===== src/rtl/rggen_rtl_pkg.sv =====
// Shared types for the rggen host access path: response status codes and
// the host access initiator state encoding.
package rggen_rtl_pkg;

  typedef enum logic [1:0] {
    RGGEN_OKAY         = 2'b00,
    RGGEN_EXOKAY       = 2'b01,
    RGGEN_SLAVE_ERROR  = 2'b10,
    RGGEN_DECODE_ERROR = 2'b11
  } rggen_status_e;

  typedef enum logic [1:0] {
    STATE_IDLE     = 2'b00,
    STATE_ACCESS   = 2'b01,
    STATE_RESPONSE = 2'b10
  } rggen_host_state_e;

endpackage


===== src/rtl/rggen_read_data_mux.sv =====
// Read-data OR-mux: combines the read data of every selected register.
// Registers that are not selected contribute zero.
module rggen_read_data_mux #(
  parameter int TOTAL_REGISTERS = 1,
  parameter int DATA_WIDTH      = 32
) (
  input  logic [TOTAL_REGISTERS-1:0]            select,
  input  logic [TOTAL_REGISTERS*DATA_WIDTH-1:0] read_data,
  output logic [DATA_WIDTH-1:0]                 data
);

  // OR together the slices whose select bit is set
  always_comb begin
    data = {DATA_WIDTH{1'b0}};
    for (int i = 0; i < TOTAL_REGISTERS; i++) begin
      if (select[i]) begin
        data = data | read_data[i*DATA_WIDTH+:DATA_WIDTH];
      end else begin
        data = data;
      end
    end
  end

endmodule


===== src/rtl/rggen_host_access_initiator.sv =====
// Single-outstanding host command to register-strobe bridge (IDLE/ACCESS/RESPONSE).
// Optional wait-state timeout enabled by macro RGGEN_HOST_ACCESS_TIMEOUT_EN.
module rggen_host_access_initiator
  import rggen_rtl_pkg::*;
#(
  parameter int ADDRESS_WIDTH   = 16,
  parameter int DATA_WIDTH      = 32,
  parameter int TOTAL_REGISTERS = 1,
  parameter int TIMEOUT_CYCLES  = 255
) (
  input  logic                                  clk,
  input  logic                                  rst,
  input  logic                                  i_command_valid,
  output logic                                  o_command_ready,
  input  logic                                  i_command_write,
  input  logic [ADDRESS_WIDTH-1:0]              i_command_address,
  input  logic [DATA_WIDTH-1:0]                 i_command_write_data,
  output logic                                  o_response_valid,
  input  logic                                  i_response_ready,
  output logic [1:0]                            o_response_status,
  output logic [DATA_WIDTH-1:0]                 o_response_read_data,
  output logic                                  o_read,
  output logic                                  o_write,
  output logic [ADDRESS_WIDTH-1:0]              o_address,
  output logic [DATA_WIDTH-1:0]                 o_write_data,
  input  logic [TOTAL_REGISTERS-1:0]            i_select,
  input  logic                                  i_wait,
  input  logic [TOTAL_REGISTERS*DATA_WIDTH-1:0] i_read_data
);

  if ((TIMEOUT_CYCLES < 1) || (TIMEOUT_CYCLES > 65535)) begin : g_illegal_timeout_cycles
  end

  rggen_host_state_e       state;
  rggen_status_e           response_status;
  logic                    command_write;
  logic [DATA_WIDTH-1:0]   mux_data;
  logic                    access_done;
  rggen_status_e           access_status;
  logic [DATA_WIDTH-1:0]   access_data;

  rggen_read_data_mux #(
    .TOTAL_REGISTERS (TOTAL_REGISTERS),
    .DATA_WIDTH      (DATA_WIDTH)
  ) u_read_data_mux (
    .select    (i_select),
    .read_data (i_read_data),
    .data      (mux_data)
  );

`ifdef RGGEN_HOST_ACCESS_TIMEOUT_EN
  logic [15:0] wait_count;
  logic        timeout_hit;

  // The current wait cycle is the one that reaches the limit
  assign timeout_hit = ({1'b0, wait_count} + 17'd1) >= 17'(TIMEOUT_CYCLES);
`endif

  // Resolve how the current ACCESS cycle ends: decode error wins over wait
  always_comb begin
    access_done   = 1'b0;
    access_status = RGGEN_OKAY;
    access_data   = {DATA_WIDTH{1'b0}};
    if (!(|i_select)) begin
      access_done   = 1'b1;
      access_status = RGGEN_DECODE_ERROR;
    end else if (!i_wait) begin
      access_done   = 1'b1;
      access_status = RGGEN_OKAY;
      access_data   = command_write ? {DATA_WIDTH{1'b0}} : mux_data;
    end else begin
`ifdef RGGEN_HOST_ACCESS_TIMEOUT_EN
      if (timeout_hit) begin
        access_done   = 1'b1;
        access_status = RGGEN_SLAVE_ERROR;
      end else begin
        access_done = 1'b0;
      end
`else
      access_done = 1'b0;
`endif
    end
  end

  // Main FSM with all host and decoder-side outputs registered
  always_ff @(posedge clk or posedge rst) begin
    if (rst) begin
      state                <= STATE_IDLE;
      o_command_ready      <= 1'b1;
      o_response_valid     <= 1'b0;
      response_status      <= RGGEN_OKAY;
      o_response_read_data <= {DATA_WIDTH{1'b0}};
      o_read               <= 1'b0;
      o_write              <= 1'b0;
      o_address            <= {ADDRESS_WIDTH{1'b0}};
      o_write_data         <= {DATA_WIDTH{1'b0}};
      command_write        <= 1'b0;
`ifdef RGGEN_HOST_ACCESS_TIMEOUT_EN
      wait_count           <= 16'd0;
`endif
    end else begin
      case (state)
        STATE_IDLE: begin
          if (i_command_valid) begin
            state           <= STATE_ACCESS;
            o_command_ready <= 1'b0;
            command_write   <= i_command_write;
            o_address       <= i_command_address;
            o_write_data    <= i_command_write_data;
            o_read          <= ~i_command_write;
            o_write         <= i_command_write;
`ifdef RGGEN_HOST_ACCESS_TIMEOUT_EN
            wait_count      <= 16'd0;
`endif
          end
        end
        STATE_ACCESS: begin
          if (access_done) begin
            state                <= STATE_RESPONSE;
            o_read               <= 1'b0;
            o_write              <= 1'b0;
            o_response_valid     <= 1'b1;
            response_status      <= access_status;
            o_response_read_data <= access_data;
          end
`ifdef RGGEN_HOST_ACCESS_TIMEOUT_EN
          else begin
            wait_count <= wait_count + 16'd1;
          end
`endif
        end
        STATE_RESPONSE: begin
          // Ready only returns the cycle after the handshake
          if (i_response_ready) begin
            state            <= STATE_IDLE;
            o_response_valid <= 1'b0;
            o_command_ready  <= 1'b1;
          end
        end
        default: begin
          state            <= STATE_IDLE;
          o_command_ready  <= 1'b1;
          o_response_valid <= 1'b0;
          o_read           <= 1'b0;
          o_write          <= 1'b0;
        end
      endcase
    end
  end

  assign o_response_status = response_status;

endmodule

===== config.mk =====
export PLATFORM = sky130hd
export DESIGN_NAME = rggen_host_access_initiator
export DESIGN_NICKNAME = d
export VERILOG_FILES = /design/src/rtl/rggen_rtl_pkg.sv /design/src/rtl/rggen_read_data_mux.sv /design/src/rtl/rggen_host_access_initiator.sv
export SDC_FILE = /design/constraint.sdc
export NUM_CORES = 1
export LEC_CHECK = 0
export ABC_AREA = 1
export ABC_CLOCK_PERIOD_IN_PS = 3100
export CORE_MARGIN = 10
export CORE_UTILIZATION = 41
export DETAILED_ROUTE_END_ITERATION = 10
export GPL_ROUTABILITY_DRIVEN = 0
export PLACE_DENSITY = 0.8
export SLEW_MARGIN = 15
export SYNTH_ARGS = -nofsm -noshare
export SYNTH_HDL_FRONTEND = slang
export SYNTH_HIERARCHICAL = 1
export SYNTH_SLANG_ARGS = --single-unit
export TNS_END_PERCENT = 1

===== constraint.sdc =====
create_clock -name clk -period 3.1 [get_ports clk]
set_clock_uncertainty 0.15 [all_clocks]
set_input_delay 0.465 -clock clk [delete_from_list [all_inputs] [get_ports clk]]
set_output_delay 0.465 -clock clk [all_outputs]
set_load 0.02 [all_outputs]

==> results.md <==
* Largest net degree at the start of global routing at 67
* Crit path buffers/inverters at 1
* Port buffer count at 172
* Worst-path clk slew at 0.08 ns
* Syn Nets at 544
* Hold depth at 2
* Worst path cell trace: clkdlybuf4s50_1
* Syn avg cell area at 8.24 sq um
* Hold Crit Class: register to register
* Post-DP HPWL at 8400 um
* Synthesized area at 0.00377 sq mm
* Setup TNS at 0 ns
* Maximum clock rate at 467 MHz
* Worst hold slack at 0.321 ns
* Final Util at 0.649
* Setup ws final at 0.958 ns
* Max Cap Viol at 0
* Placed cell count at 715
* Slew Viols, Final at 0
* Met2 routed WL at 4570 um
* Leak at 2.86 nW
* WL met3 at 1400 um
* Area Overhead vs Synth at 52.5%
* Peak VDD IR at 0.366 mV
* Via count at 3408
* Top Metal Used: met4
* Most common cell after layout, fill and taps aside: nand2_1
* Num CTS Buffers at 9
* Crit path launch type: register
* Final period utilization at 0.691
* Drt pass-1 iters at 4
* CP Capture Type: output pin
* Final setup viols at 0
* Reg2Reg Depth at 5
* Delay-heaviest family, CP: buffers and inverters
* H-tree depth at 3
* Cells after Synth at 457
* RSZ-0062 raised after global routing: no
* # IOs at 173
* Clk sinks at 88
* CTS tree: done
* Post-CTS Setup Inserts at 0
* Sequential area share after synthesis at 0.585
* Fill cell count at 748
* Worst slew pin tran at 0.888 ns
* Final Hold Viols at 0
* CP Depth at 1
* Yosys cell types at 18
* Share of cells above drive strength 1 at 0.0482
* 1st-iter DRT viols at 152
* Post-route met1 wirelength at 4800 um
* ANT nets after route at 0
* Die W at 116 um
* Crit Path Category: register to output pin
* Chip height at 116 um
* Cell Pwr Density at 883 mW/mm^2
* Clock latency on the worst-skew pair at 0.33 ns
* Worst EP required at 2.48 ns
* Critical Path Slowest Stage Cell: clkdlybuf4s50_1
* Vias per cell at 4.66
* Vias in the first global route at 3352
* Max stage delay on crit path at 0.65 ns
* Post-CTS Resized at 0
* Antenna violations before repair at 0
* Flops & latches, synth at 88
* Core Rows at 34
* Synth warnings at 6
* Clk buf depth at 2
* Post-Place Setup Slack at 0.892 ns
* Antenna diodes at 0
* Initial Util at 0.426
* Core area at 0.00885 sq mm
* Min cycle time layout at 2.14 ns
* Worst EP arrival at 1.53 ns
* CP max FO at 2
* Die area at 0.0134 sq mm
* # hold bufs at CTS at 0
* Avg WL per Cell at 14.9 um
* First-pass GRT wire length at 17300 um
* Final std cells w/o fill at 731
* Detailed Route WL at 10900 um
* Slew Limit Headroom at 0.407
* Overflow after GRT at 0
* Most frequent cells in the layout: nand2_1 (228), clkdlybuf4s50_1 (171), dfrtp_1 (87)
* GRT Overall Usage at 0.161
* DRC Markers at 0
* Nets at 705
* Root Buffer: clkbuf_8
* Outcome: completed
==> logic make-up (layout without fill, tap and decap cells) <==
kind of cell | count (synthesis) | count (layout) | synth area share
AOI/OAI and AO/OA | 35 | 35 | 0.0465
buffers and inverters | 66 | 232 | 0.0857
DFF | 88 | 88 | 0.585
and+or+nand+nor | 268 | 268 | 0.283
==> sequential cells by signal, summed over array words and instances (netlist names) <==
signal,cells
command_write,1
o_address,16
o_command_ready,1
o_read,1
o_response_read_data,32
o_response_status,1
o_response_valid,1
o_write,1
o_write_data,32
state,2
==> routing by layer <==
layer | up-vias | track usage
li1 | 1711 | -
met1 | 1543 | 0.206
met2 | 141 | 0.234
met3 | 13 | 0.0832
met4 | 0 | 0.0392
met5 | - | 0
==> tightest hold or removal path: stages (launching register included) <==
cell and delay, ns:
dfrtp_1 0.34, nand2_1 0.05, nand2_1 0.05
==> through the flow <==
stage	total power, mW	cell area, sq um
floorplan	3.08	3770
global placement	4.19	5510
CTS	5.14	5740
global route	5.42	5740
finish	5.07	5740
detailed placement	4.25	5510
==> synthesized netlist by cell type (all sizes together) <==
library cell | number | share of area
dfrtp | 87 | 0.58
clkbuf | 4 | 0.0040
inv | 38 | 0.038
nor2 | 2 | 0.0027
buf | 24 | 0.044
nand3 | 35 | 0.048
dfstp | 1 | 0.0070
nand2 | 229 | 0.23
nand4 | 1 | 0.0017
or2 | 1 | 0.0017
o21ai | 35 | 0.047
==> power breakdown <==
group	internal, mW	switching (mW)	total [mW]
sequential	1.58	0.249	1.83
combinational	1.05	1.31	2.36
clock	0.500	0.385	0.886
total	3.12	1.95	5.07
==> cell type report <==
type | count | area (sq um) | area share
clock inverters | 4 | 76.3 | 0.0133
inverters | 38 | 144 | 0.0251
repair buffers | 178 | 1790 | 0.311
well taps | 108 | 135 | 0.0235
flip-flops and latches | 88 | 2200 | 0.384
clock buffers | 12 | 155 | 0.0270
multi-input cells | 303 | 1240 | 0.216
==> final timing paths <==
kind / startpoint / endpoint / slack [ns]
worst max-delay path: o_command_ready$_DFFE_PP1P_ / o_command_ready / 0.96
worst min-delay path: o_response_valid$_DFFE_PP0P_ / o_response_valid$_DFFE_PP0P_ / 0.32
worst max register to register: state[1]$_DFFE_PP0P_ / o_write$_DFFE_PP0P_ / 1.35
worst min register to register: o_response_valid$_DFFE_PP0P_ / o_response_valid$_DFFE_PP0P_ / 0.32
max in group asynchronous: rst / o_address[7]$_DFFE_PP0P_ / 1.68
min in group asynchronous: rst / o_write_data[24]$_DFFE_PP0P_ / 0.46
No activity file was read; power rests on OpenSTA's default activity.
